--- config.mk ---
export PLATFORM = sky130hd
export DESIGN_NAME = enemy_sprite_gen
export DESIGN_NICKNAME = d
export VERILOG_FILES = /design/src/rtl/enemy_sprite_gen.sv
export SDC_FILE = /design/constraint.sdc
export NUM_CORES = 1
export LEC_CHECK = 0
export CAP_MARGIN = 20
export CORE_MARGIN = 3
export CORE_UTILIZATION = 50
export DETAILED_ROUTE_END_ITERATION = 8
export GPL_ROUTABILITY_DRIVEN = 0
export HOLD_SLACK_MARGIN = 0.12
export PLACE_DENSITY_LB_ADDON = 0.08
export SYNTH_ARGS = -nofsm -noshare
export SYNTH_HDL_FRONTEND = slang
export SYNTH_SLANG_ARGS = --single-unit
--- constraint.sdc ---
create_clock -name clk -period 7.3 [get_ports clk]
set_clock_uncertainty 0.2 [all_clocks]
set_input_delay 1.46 -clock clk [delete_from_list [all_inputs] [get_ports clk]]
set_output_delay 1.46 -clock clk [all_outputs]
set_load 0.005 [all_outputs]
--- src/rtl/enemy_sprite_gen.sv ---
// enemy_sprite_gen
//   Draws one animated enemy sprite into the video stream. A small FSM tracks
//   the enemy life cycle (HIDDEN -> WALK -> DYING -> HIDDEN). A 3-stage pixel
//   pipeline turns the scan position into a sprite ROM address and then into
//   an opaque/transparent colour decision.
//
//   Flow control: there are no handshakes. One pixel is accepted every clk
//   and the result for it appears exactly 3 clk later. rom_data must be the
//   ROM word for the rom_addr presented on the previous clk.
//
// Ports
//   clk, reset          pixel clock; asynchronous active-high reset
//   pixel_x, pixel_y    current scan position
//   video_on            visible-area qualifier
//   frame_tick          one-cycle pulse per video frame (animation time base)
//   enemy_x, enemy_y    sprite top-left corner
//   spawn, kill         one-cycle life-cycle requests
//   rom_addr, rom_data  sprite ROM interface (ROM read latency 1 clk)
//   enemy_on            output pixel is an opaque enemy pixel
//   enemy_rgb           colour of that pixel, 12'h000 when enemy_on=0
//   enemy_dead          registered "state is HIDDEN" flag
//   state_dbg           raw FSM state for debug: HIDDEN=0, WALK=1, DYING=2
module enemy_sprite_gen #(
   parameter int         SPR_W       = 64,
   parameter int         SPR_H       = 56,
   parameter int         FRAME_WORDS = 3584,
   parameter int         ANIM_DIV    = 8,
   parameter int         DEATH_TICKS = 30,
   parameter logic [11:0] TRANSPARENT = 12'h0F0
) (
   input  logic        clk,
   input  logic        reset,
   input  logic [9:0]  pixel_x,
   input  logic [9:0]  pixel_y,
   input  logic        video_on,
   input  logic        frame_tick,
   input  logic [9:0]  enemy_x,
   input  logic [9:0]  enemy_y,
   input  logic        spawn,
   input  logic        kill,
   output logic [13:0] rom_addr,
   input  logic [11:0] rom_data,
   output logic        enemy_on,
   output logic [11:0] enemy_rgb,
   output logic        enemy_dead,
   output logic [1:0]  state_dbg
);

   localparam int AW = (ANIM_DIV > 1) ? $clog2(ANIM_DIV) : 1;
   localparam int DW = (DEATH_TICKS > 1) ? $clog2(DEATH_TICKS) : 1;

   typedef enum logic [1:0] {
      HIDDEN = 2'd0,
      WALK   = 2'd1,
      DYING  = 2'd2
   } state_t;

   state_t          state_q, state_d;
   logic [AW-1:0]   anim_q, anim_d;
   logic            walk_frame_q, walk_frame_d;
   logic [DW-1:0]   death_q, death_d;

   // Pipeline signals
   logic            in_box;
   logic            in_box_d2;
   logic            hit;
   logic [1:0]      frame;
   logic [10:0]     x_end, y_end;
   logic [9:0]      dx, dy;
   logic [13:0]     addr;
   logic            opaque;

   assign state_dbg = state_q;

   // ---------------- FSM: state register ----------------
   always_ff @(posedge clk or posedge reset) begin
      if (reset) begin
         state_q      <= HIDDEN;
         anim_q       <= '0;
         walk_frame_q <= 1'b0;
         death_q      <= '0;
      end else begin
         state_q      <= state_d;
         anim_q       <= anim_d;
         walk_frame_q <= walk_frame_d;
         death_q      <= death_d;
      end
   end

   // ---------------- FSM: next state ----------------
   always_comb begin
      state_d      = state_q;
      anim_d       = anim_q;
      walk_frame_d = walk_frame_q;
      death_d      = death_q;
      // spawn restarts the walk from any state and outranks kill
      if (spawn) begin
         state_d      = WALK;
         anim_d       = '0;
         walk_frame_d = 1'b0;
      end else begin
         case (state_q)
            WALK: begin
               if (kill) begin
                  state_d = DYING;
                  death_d = '0;
               end else if (frame_tick) begin
                  if (anim_q == AW'(ANIM_DIV - 1)) begin
                     anim_d       = '0;
                     walk_frame_d = ~walk_frame_q;
                  end else begin
                     anim_d = anim_q + AW'(1);
                  end
               end
            end
            DYING: begin
               if (frame_tick) begin
                  if (death_q == DW'(DEATH_TICKS - 1)) state_d = HIDDEN;
                  else                                 death_d = death_q + DW'(1);
               end
            end
            HIDDEN: ;
            default: state_d = HIDDEN;
         endcase
      end
   end

   // ---------------- Stage 1 address generation ----------------
   // Box edges are formed 11 bits wide so a sprite hanging past 1023 cannot
   // wrap around and show up at the left/top of the screen.
   always_comb begin
      frame = (state_q == DYING) ? 2'd2 : {1'b0, walk_frame_q};
      x_end = {1'b0, enemy_x} + 11'(SPR_W);
      y_end = {1'b0, enemy_y} + 11'(SPR_H);
      hit   = video_on && (state_q != HIDDEN) &&
              (pixel_x >= enemy_x) && ({1'b0, pixel_x} < x_end) &&
              (pixel_y >= enemy_y) && ({1'b0, pixel_y} < y_end);
      dx    = pixel_x - enemy_x;
      dy    = pixel_y - enemy_y;
      addr  = 14'(frame) * 14'(FRAME_WORDS) + 14'(dy) * 14'(SPR_W) + 14'(dx);
      opaque = in_box_d2 && (rom_data != TRANSPARENT);
   end

   // ---------------- Pixel pipeline and status ----------------
   always_ff @(posedge clk or posedge reset) begin
      if (reset) begin
         in_box     <= 1'b0;
         rom_addr   <= '0;
         in_box_d2  <= 1'b0;
         enemy_on   <= 1'b0;
         enemy_rgb  <= 12'h000;
         enemy_dead <= 1'b1;
      end else begin
         // stage 1: frame index is captured together with the pixel
         in_box     <= hit;
         rom_addr   <= hit ? addr : 14'd0;
         // stage 2: lines in_box up with the ROM read
         in_box_d2  <= in_box;
         // stage 3: colour-key test
         enemy_on   <= opaque;
         enemy_rgb  <= opaque ? rom_data : 12'h000;
         enemy_dead <= (state_q == HIDDEN);
      end
   end

endmodule

Word-level counts from Yosys, hierarchy flattened

Cells that the tools add are included.
W data, S select, Z words.

Flip-flop bits (word level): 41
Bits in latches: 0
RAM bits: 0
Memory bits (read-only): 0
Logic and storage cells: 76
Memories kept: 0

Add/sub/neg operators: 8
$mul: 1
Divide/modulo/power cells: 0
Magnitude comparators: 4
Eq/ne operators: 13
Shift-type cells: 0
Mux-type cells: 22
Bitwise logic cells: 2
Reductions and logical operators: 16

Operator list:

| operator                | number |
|---|---|
| $lt A10 B11 Y1          | 2 |
| $ge A10 B10 Y1          | 2 |
| $mux W3                 | 5 |
| $mux W5                 | 3 |
| $add A14 B10 Y14        | 1 |
| $add A14 B14 Y14        | 1 |
| $mux W14                | 1 |
| $mux W12                | 1 |
| $ne A12 B8 Y1 const B   | 1 |
| $add A10 B6 Y11 const B | 1 |
| $add A10 B7 Y11 const B | 1 |
| $mux W2                 | 5 |
| $ne A2 B2 Y1 const B    | 5 |
| $pmux W5 S2             | 1 |
| $reduce_bool A2 Y1      | 5 |
| $sub A10 B10 Y10        | 1 |
| $ne A3 B3 Y1 const B    | 3 |
| $reduce_and A4 Y1       | 2 |
| $sub A8 B8 Y8           | 1 |
| $logic_and A1 B1 Y1     | 6 |
| $pmux W2 S3             | 1 |
| $add A5 B1 Y5 const B   | 1 |
| $eq A5 B5 Y1 const B    | 1 |
| $mul A2 B3 Y5 const B   | 1 |
| 9 further kinds         | 14 |

Longest topological paths before layout

Gate-level depths: netlist of run 1.

Word-level depth: 7
Gate-level depth with buffers: 18
Mapped depth without buffers: 18

Least setup slack after synthesis of run 1

Ideal clock, no wire load.

Kind: input to register
Start: in enemy_x[1]
End: reg rom_addr[13]
Setup time: 0.119 ns
Data arrival time: 4.624 ns
Setup slack: 2.357 ns
Cell stages on the path: 15
Path through: inv_1 ha_1 nor2b_1 o31a_1 o31ai_2 a21oi_1 o311ai_0 fa_1 ha_1 a21oi_1 o211ai_1 a21oi_1 xnor2_1 xnor2_1 nor2_1

Longest elaborated chain between the ends: 6
Elaborated cells between the ends (all ways): 10

RTL lines:

| what                                                         | RTL line | text |
|---|---|---|
| from (decl)                                                  | 37       | `input logic [9:0] enemy_x,` |
| $add A10 B7 Y11 / $ge A10 B10 Y1 (equally long branches)     | 133, 136 |  |
| $lt A10 B11 Y1 / $logic_and A1 B1 Y1 (equally long branches) | 136, 135 |  |
| $logic_and A1 B1 Y1 (2 in a row)                             | 136      | `(pixel_x >= enemy_x) && ({1'b0, pixel_x} < x_end) &&` |
| $logic_and A1 B1 Y1                                          | 137      | `(pixel_y >= enemy_y) && ({1'b0, pixel_y} < y_end);` |
| $mux W14 *                                                   | 156      | `rom_addr <= hit ? addr : 14'd0;` |
| to (signal assigned)                                         | 156      |  |
| to (decl)                                                    | 41       | `output logic [13:0] rom_addr,` |

Mark *: on every way between the ends. The rest lies on a longest branch, timed or not.
A chain may end at the register's enable or synchronous reset.

Worst setup path in the final report of run 1

Ends and elaborated chain as after synthesis.

==> flow_metrics.env, run 1 <==
export IMPL_fillers=525
export IMPL_hp_class="reg -> reg"
export IMPL_initialDrtViolationCount=95
export IMPL_route_detailed_drc=0
export IMPL_root_buffer="clkbuf_8"
export IMPL_vias_per_cell=5.32
export IMPL_tightest_slew_ns=0.899
export IMPL_hold_violations=0
export IMPL_antenna_found_initial=0
export IMPL_cp_slowest_cell="o311ai_0"
export IMPL_power_density_mw_per_mm2=164
export IMPL_fmax_ghz=0.184
export IMPL_status="finished, final reports clean"
export IMPL_die_w_um=86.4
export IMPL_io_pins=88
export IMPL_maxSlewViolCount=0
export IMPL_synthCells=336
export IMPL_leakagePower_uw=0.00199
export IMPL_drive_gt1_share_pct=5.83
export IMPL_synth_net_count=451
export IMPL_grt_pass1_vias=2582
export IMPL_clk_path_buf_depth=2
export IMPL_synth_area_leaders="dfrtp_1 31%, ha_1 21%, xnor2_1 5.4%"
export IMPL_clk_latency_ns=0.30
export IMPL_rsz0062_at_grt="false"
export IMPL_final_nets=543
export IMPL_grt_overflow=0
export IMPL_syn_area_sq_mm=0.00323
export IMPL_synth_flop_cell="dfrtp_1"
export IMPL_multi_input_area_sq_mm=0.00202
export IMPL_critical_path_max_stage_delay_ns=0.49
export IMPL_grt_pass1_wl_um=11100
export IMPL_die_y_um=86.4
export IMPL_synth_area_per_cell_sq_um=9.63
export IMPL_crit_buf_inv=2
export IMPL_die_area_sq_mm=0.00747
export IMPL_core_sq_mm=0.00610
export IMPL_synth_top_area_share_pct=30.9
export IMPL_startpoint_type="primary input"
export IMPL_dp_hpwl_um=5520
export IMPL_seqCellArea_sq_mm=0.00103
export IMPL_cp_required_ns=7.24
export IMPL_clk_pin_slew_ns=0.09
export IMPL_worstPathArrival_ns=5.37
export IMPL_clock_sinks=41
export IMPL_synth_seq_cells=41
export IMPL_fin_crit_ns=5.43
export IMPL_cts_buffers_inserted=5
export IMPL_critPathTopFamily="compound AO/OA/AOI/OAI gates"
export IMPL_async_flop_share_pct=100
export IMPL_area_growth_pct=31.9
export IMPL_place_ws_ns=1.57
export IMPL_start_util_pct=53.1
export IMPL_ant_nets=0
export IMPL_drt_wl_total_um=6650
export IMPL_yosysUniqueCellTypes=54
export IMPL_slew_headroom_pct=40.1
export IMPL_tns_ns=0
export IMPL_yosysTopAreaCell="dfrtp_1"
export IMPL_synth_edf_count=0
export IMPL_grt_start_max_net_pins=42
export IMPL_cts_tree="done"
export IMPL_critPathKind="in -> reg"
export IMPL_peakVddDrop_mv=0.143
export IMPL_cts_hold_buf=0
export IMPL_post_drt_wl_per_cell_um=13.2
export IMPL_diodes=0
export IMPL_maxCapViolCount=0
export IMPL_track_usage_pct=18.1
export IMPL_port_buffers=87
export IMPL_setup_violations=0
export IMPL_synth_commonest_cells="53 x ha_1, 40 x dfrtp_1, 40 x inv_1"
export IMPL_first_pass_iters=4
export IMPL_path_max_fanout=3
export IMPL_cp_cell_sequence="clkdlybuf4s50_1 > inv_1 > ha_1 > nor2b_1 > o31a_1 > o31ai_2 > a21oi_1 > o311ai_0 > fa_1 > ha_1 > a21oi_1 > o211ai_1 > a21oi_1 > xnor2_1 > xnor2_1 > nor2_1"
export IMPL_post_cts_buffers=0
export IMPL_cts_htree_levels=2
export IMPL_yosys_cell_count_top_type="ha_1"
export IMPL_rows=28
export IMPL_period_share_pct=74.4
export IMPL_layout_setup_ws_ns=1.87
export IMPL_path_common_cell="a21oi_1"
export IMPL_ys_warnings_count=0
export IMPL_endpoint_kind="register"
export IMPL_num_vias=2681
export IMPL_cts_resized_gates=0
export IMPL_ys_seq_area_share_pct=31.8
==> flip-flops by register name, summed over array words and instances, names as in the netlist <==
register / count
state_dbg: 2
death_q: 5
enemy_rgb: 12
walk_frame_q: 1
enemy_dead: 1
anim_q: 3
in_box: 1
rom_addr: 14
enemy_on: 1
in_box_d2: 1
==> per-stage QoR <==
step                      power [uW]  utilization [%]  area (sq um)  cells  hold slack [ns]
after global placement           544             68.4          4170    496            0.133
after detailed placement         551             68.4          4170    496            0.137
after global routing             752             70.0          4270    504            0.163
after floorplan                  459                -          3230    336            0.131
after CTS                        707             70.0          4270    504            0.158
final                            701             70.0          4270    504            0.157
==> layout make-up <==
cell class | count | area share, %
clock inverters | 3 | 0.587
multi-input cells | 252 | 47.4
clock buffers | 5 | 1.61
flip-flops and latches | 41 | 24.1
repair buffers | 88 | 20.6
well taps | 75 | 2.20
inverters | 40 | 3.52
==> routing by layer <==
| metal | wire length [um] | GRT usage, % | part of all wire (%) |
|---|---|---|---|
| met1 | 2940 | 22.3 | 44 |
| met4 | 91 | 5.10 | 1.4 |
| met3 | 369 | 3.23 | 5.5 |
| met5 | 0 | 0 | 0 |
| met2 | 3250 | 32.3 | 49 |
==> logic make-up (layout without fill, tap and decap cells) <==
group	after synthesis	count (layout)	share of synthesized area (%)
fa+ha+maj	57	57	23.0
simple gates	94	94	16.8
buf+inv	43	136	5.73
xor+xnor	24	24	6.50
mux	2	2	0.619
flops	41	41	31.8
compound gates	75	75	15.6
==> cell usage in the layout, fill, tap and decap left out, types with 3 or more instances in the layout <==
cell and instances:
o211ai_1 6, o21a_1 6, nor2_1 17, fa_1 4, inv_1 40, o21bai_1 3
nor3_1 4, clkdlybuf4s50_1 87, nand3_1 8, nor2_4 4, xor2_1 4, nor2_2 5
clkbuf_8 5, dfrtp_1 40, xnor2_1 20, and2_1 12, o21ai_0 9, nor2b_1 7
ha_1 53, nand2_1 15, a21oi_1 25, nand4_1 6, a21o_1 5
==> report_power, final <==
group | internal (uW) | switching, uW
clock network | 69.0 | 84.8
logic | 146 | 155
registers | 238 | 8.14
total | 453 | 248
==> worst paths after layout <==
check	startpoint	endpoint	slack [ns]	cells past startpoint
max	enemy_x[1]	rom_addr[13]	1.87	16
min	in_box	in_box_d2	0.16	0
max reg2reg	state_dbg[0]	rom_addr[13]	4.26	11
min reg2reg	in_box	in_box_d2	0.16	0
max in group asynchronous	reset	enemy_dead	5.15	3
min in group asynchronous	reset	enemy_rgb[9]	1.39	3
Power figures use the tool's default switching activity.
==> run 2: changes to the inputs <==
CORE_UTILIZATION = 49   (was 50)
clock period = 5.2 ns   (was 7.3 ns; I/O delays follow)
==> run 2 against run 1 <==
Sequential share of layout area fell by 0.11 points. Global-route usage increased by 0.44 points. Combinational power increased by 43%. Count of clock-buffer cells in the layout up 1. Power grew 40%. Clock power grew 34%. Die area increased by 1.9%. Flip-flop and latch count unchanged. Hold slack got worse by 0.0082 ns. Core utilization is 0.49 points lower. Wire length up 2.6%. Critical endpoint unchanged.
==> flow_metrics.env, run 2 (synthesized netlist as in run 1, its figures left out) <==
export IMPL_antenna_found_initial=0
export IMPL_p_clk_share_pct=21.1
export IMPL_post_cts_buffers=0
export IMPL_grt_pass1_wl_um=11400
export IMPL_die_area_sq_mm=0.00761
export IMPL_grt_start_max_net_pins=42
export IMPL_p_seq_share_pct=35.2
export IMPL_endpoint_kind="register"
export IMPL_first_pass_iters=5
export IMPL_period_share_pct=94.7
export IMPL_cts_hold_buf=0
export IMPL_min_to="in_box_d2"
export IMPL_cp_required_ns=5.16
export IMPL_clock_sinks=41
export IMPL_diodes=0
export IMPL_largest_reg_flops=14
export IMPL_final_nets=546
export IMPL_placed_area_sq_mm=0.00419
export IMPL_reg2reg_depth=11
export IMPL_setup_violations=0
export IMPL_final_util_pct=69.5
export IMPL_hold_depth=0
export IMPL_die_y_um=87.2
export IMPL_maxCapViolCount=0
export IMPL_dp_hpwl_um=5720
export IMPL_use_met3_pct=2.65
export IMPL_area_growth_pct=32.5
export IMPL_hold_violations=0
export IMPL_port_buffers=87
export IMPL_layout_setup_ws_ns=0.276
export IMPL_final_common_cell="clkdlybuf4s50_1"
export IMPL_r2r_slack_ns=2.09
export IMPL_gr_usage_met2_pct=32.5
export IMPL_route_detailed_drc=0
export IMPL_worstPathArrival_ns=4.88
export IMPL_grt_pass1_vias=2605
export IMPL_num_vias=2720
export IMPL_place_ws_ns=0.0146
export IMPL_tightest_slew_ns=0.643
export IMPL_power_share_switching_pct=34.0
export IMPL_critPathKind="in -> reg"
export IMPL_startpoint_type="primary input"
export IMPL_layout_common_cells="87 x clkdlybuf4s50_1, 53 x ha_1, 40 x inv_1, 40 x dfrtp_1, 25 x a21oi_1"
export IMPL_root_buffer="clkbuf_8"
export IMPL_drt_wl_total_um=6830
export IMPL_fmax_ghz=0.203
export IMPL_use_met1_pct=23.6
export IMPL_p_sw_uw=334
export IMPL_top_register="rom_addr"
export IMPL_min_delay_start="in_box"
export IMPL_clk_pin_slew_ns=0.08
export IMPL_power_uw=982
export IMPL_fin_crit_ns=4.92
export IMPL_status="finished, final reports clean"
export IMPL_cts_tree="done"
export IMPL_internal_power_uw=648
export IMPL_maxSlewViolCount=0
export IMPL_clk_latency_ns=0.28
export IMPL_die_w_um=87.2
export IMPL_hp_class="reg -> reg"
export IMPL_initialDrtViolationCount=87
export IMPL_r2r_end="rom_addr[13]"
export IMPL_worstReg2RegStart="state_dbg[0]"
export IMPL_io_pins=88
export IMPL_post_drt_wl_per_cell_um=13.5
export IMPL_stdcell_area_sq_mm=0.00428
export IMPL_vias_per_cell=5.38
export IMPL_power_density_mw_per_mm2=229
export IMPL_cts_htree_levels=2
export IMPL_rows=28
export IMPL_core_sq_mm=0.00617
export IMPL_slew_headroom_pct=57.0
export IMPL_path_max_fanout=3
export IMPL_cts_resized_gates=0
export IMPL_peakVddDrop_mv=0.188
export IMPL_cts_buffers_inserted=5
export IMPL_leakagePower_uw=0.00200
export IMPL_grt_overflow=0
export IMPL_top_usage_layer="met2"
export IMPL_pwr_share_comb_pct=43.7
export IMPL_clk_path_buf_depth=2
export IMPL_ant_nets=0
export IMPL_largestRegisters="rom_addr x14, enemy_rgb x12, death_q x5"
export IMPL_track_usage_pct=18.5
export IMPL_start_util_pct=52.5
export IMPL_tns_ns=0
export IMPL_rsz0062_at_grt="false"
export IMPL_drive_gt1_share_pct=6.26
[run 2: cell count changes in the layout (fill, tap and decap cells not counted), sizes merged]
cell    delta
clkinv     -1
inv        -1
clkbuf     +1
buf        +3
[run 2: power groups by stage]
stage / Sequential (uW) / Combinational (uW) / Clock (uW)
global placement: 352 / 416 / 0
finish: 346 / 429 / 207
CTS: 346 / 430 / 213
floorplan: 352 / 293 / 0
global route: 348 / 481 / 225
detailed placement: 353 / 427 / 0
[run 2: worst max path at each step]
stage | startpoint | end | slack [ns]
2_1_floorplan | enemy_x[1] | rom_addr[13] | 0.68
3_3_place_gp | enemy_x[1] | rom_addr[13] | 0.13
3_5_place_dp | pixel_x[1] | rom_addr[13] | 0.01
4_1_cts | pixel_x[1] | rom_addr[13] | 0.29
5_1_grt | pixel_x[1] | rom_addr[13] | 0.03
6_report | pixel_x[1] | rom_addr[13] | 0.28
[run 2: routing by layer]
metal	routed length (um)	vias to the layer above	share of wire [%]
li1	-	1364	-
met1	3020	1276	44
met2	3420	76	50
met3	322	4	4.7
met4	65	0	0.95
met5	0	-	0
[run 2: metrics by stage]
stage                     std cells  hold slack, ns
final                           506           0.149
after CTS                       506           0.156
after detailed placement        499           0.140
after global placement          499           0.131
after floorplan                 336           0.131
after global routing            506           0.161
[run 2: area by class of cell]
| cell class | count | area, sq um |
|---|---|---|
| timing repair buffer | 91 | 901 |
| clock inverter | 1 | 7.51 |
| multi-input combinational | 252 | 2020 |
| inverter | 40 | 150 |
| clock buffer | 6 | 82.6 |
| tap | 75 | 93.8 |
| fill | 509 | 1880 |
| sequential | 41 | 1030 |
[run 2: worst max-delay path: stages]
cell	delay, ns
clkdlybuf4s50_1	0.47
ha_1	0.33
nor2b_1	0.14
o31a_1	0.28
o31ai_2	0.23
a21oi_1	0.16
o311ai_0	0.35
buf_4	0.18
fa_1	0.38
ha_1	0.35
a21oi_1	0.26
o211ai_1	0.15
a21oi_1	0.20
xnor2_1	0.16
xnor2_1	0.14
nor2_1	0.06
==> run 3: changes to the inputs <==
CELL_PAD_IN_SITES_DETAIL_PLACEMENT = 1   (was unset)
CELL_PAD_IN_SITES_GLOBAL_PLACEMENT = 2   (was unset)
CORE_UTILIZATION = 30   (was 49)
HOLD_SLACK_MARGIN = 0.03   (was 0.12)
==> run 3 against run 2 <==
Sequential share of layout area is 0.50 points lower. Core utilization is 27 points lower. Via count is essentially flat. Clock power grew 2%. Wire length grew 15%. Critical path depth grew 1. Critical path type unchanged.
==> flow_metrics.env, run 3 (synthesized netlist as in run 1, its figures left out) <==
export IMPL_p_clk_share_pct=21.4
export IMPL_track_usage_pct=13.8
export IMPL_peakVddDrop_mv=0.121
export IMPL_first_pass_iters=4
export IMPL_core_sq_mm=0.0104
export IMPL_post_drt_wl_per_cell_um=13.8
export IMPL_stdcell_area_sq_mm=0.00438
export IMPL_hold_violations=0
export IMPL_setup_violations=0
export IMPL_grt_pass1_vias=2795
export IMPL_initialDrtViolationCount=68
export IMPL_start_util_pct=31.1
export IMPL_placed_area_sq_mm=0.00429
export IMPL_fin_crit_ns=4.86
export IMPL_rows=37
export IMPL_fmax_ghz=0.206
export IMPL_rsz0062_at_grt="false"
export IMPL_clk_latency_ns=0.29
export IMPL_clk_pin_slew_ns=0.09
export IMPL_cts_buffers_inserted=5
export IMPL_cp_startpoint="enemy_x[1]"
export IMPL_antenna_found_initial=0
export IMPL_cp_required_ns=5.17
export IMPL_grt_overflow=0
export IMPL_tightest_slew_ns=0.704
export IMPL_cts_resized_gates=0
export IMPL_drt_wl_total_um=7860
export IMPL_cts_hold_buf=0
export IMPL_power_share_switching_pct=35.4
export IMPL_ant_nets=0
export IMPL_vias_per_cell=4.77
export IMPL_place_ws_ns=-0.0108
export IMPL_route_detailed_drc=0
export IMPL_startpoint_type="primary input"
export IMPL_internal_power_uw=641
export IMPL_pwr_share_comb_pct=43.7
export IMPL_largest_reg_flops=14
export IMPL_cp_endpoint="rom_addr[13]"
export IMPL_drive_gt1_share_pct=6.91
export IMPL_maxSlewViolCount=0
export IMPL_layout_setup_ws_ns=0.338
export IMPL_largestRegisters="rom_addr x14, enemy_rgb x12, death_q x5"
export IMPL_diodes=0
export IMPL_final_common_cell="clkdlybuf4s50_1"
export IMPL_worstPathArrival_ns=4.84
export IMPL_final_util_pct=42.0
export IMPL_p_sw_uw=351
export IMPL_p_seq_share_pct=34.9
export IMPL_slew_headroom_pct=52.9
export IMPL_grt_start_max_net_pins=42
export IMPL_post_cts_buffers=0
export IMPL_min_delay_start="in_box"
export IMPL_top_register="rom_addr"
export IMPL_cts_tree="done"
export IMPL_worstReg2RegStart="state_dbg[0]"
export IMPL_final_nets=548
export IMPL_clk_path_buf_depth=2
export IMPL_status="finished, final reports clean"
export IMPL_tns_ns=0
export IMPL_die_y_um=110
export IMPL_layout_common_cells="87 x clkdlybuf4s50_1, 53 x ha_1, 40 x inv_1, 40 x dfrtp_1, 25 x a21oi_1"
export IMPL_hp_class="reg -> reg"
export IMPL_clock_sinks=41
export IMPL_endpoint_kind="register"
export IMPL_period_share_pct=93.5
export IMPL_grt_pass1_wl_um=13300
export IMPL_port_buffers=87
export IMPL_r2r_end="rom_addr[13]"
export IMPL_power_density_mw_per_mm2=227
export IMPL_die_w_um=110
export IMPL_num_vias=2719
export IMPL_fillers=1229
export IMPL_dp_hpwl_um=6770
export IMPL_root_buffer="clkbuf_8"
export IMPL_critPathKind="in -> reg"
export IMPL_maxCapViolCount=0
export IMPL_area_growth_pct=35.3
export IMPL_die_area_sq_mm=0.0121
export IMPL_reg2reg_depth=11
export IMPL_leakagePower_uw=0.00201
export IMPL_cts_htree_levels=2
export IMPL_io_pins=88
export IMPL_path_max_fanout=3
export IMPL_r2r_slack_ns=2.14
==> run 3: changes by cell type in the layout (fill, tap and decap cells not counted), sizes merged <==
cell and delta:
clkinv +1, inv +1, buf +2, clkbuf -1
==> run 3: power by group through the flow <==
stage	clock, uW	combinational (uW)	sequential [uW]
after global placement	0	436	352
final	212	433	346
after detailed placement	0	441	353
after global routing	238	496	349
after floorplan	0	293	352
after CTS	223	444	346
==> run 3: cell type report <==
class,instances,area (sq um),share of cell area [%]
repair buffers,93,916,20.9
flip-flops and latches,41,1030,23.5
clock inverters,3,21.3,0.486
clock buffers,5,68.8,1.57
well taps,136,170,3.89
inverters,40,150,3.43
multi-input cells,252,2020,46.2
==> run 3: per-stage QoR <==
stage	instances	power, uW	hold slack (ns)
floorplan	336	644	0.131
detailed placement	562	794	0.146
finish	570	992	0.147
CTS	570	1010	0.152
global placement	562	788	0.134
global route	570	1080	0.165
==> run 3: layer usage <==
metal	global-route usage, %	up-vias	wire, um
met5	0	-	0
met4	2.94	0	78
met3	1.94	6	312
met2	24.4	54	3920
met1	17.7	1286	3550
li1	-	1373	-
==> run 3: worst max-delay path, cell delays in order <==
cell             delay [ns]
clkdlybuf4s50_1        0.45
inv_1                  0.06
ha_1                   0.28
nor2b_1                0.15
o31a_1                 0.28
o31ai_2                0.23
a21oi_1                0.16
o311ai_0               0.35
buf_4                  0.18
fa_1                   0.38
ha_1                   0.35
a21oi_1                0.25
o211ai_1               0.13
a21oi_1                0.19
xnor2_1                0.15
xnor2_1                0.14
nor2_1                 0.05
==> run 3: worst min-delay path by stage <==
stage / end / slack [ns] / cells after the start
after global routing: in_box_d2 / 0.17 / 0
final: in_box_d2 / 0.15 / 0
after global placement: in_box_d2 / 0.13 / 0
after CTS: in_box_d2 / 0.15 / 0
after detailed placement: in_box_d2 / 0.15 / 0
after floorplan: in_box_d2 / 0.13 / 0
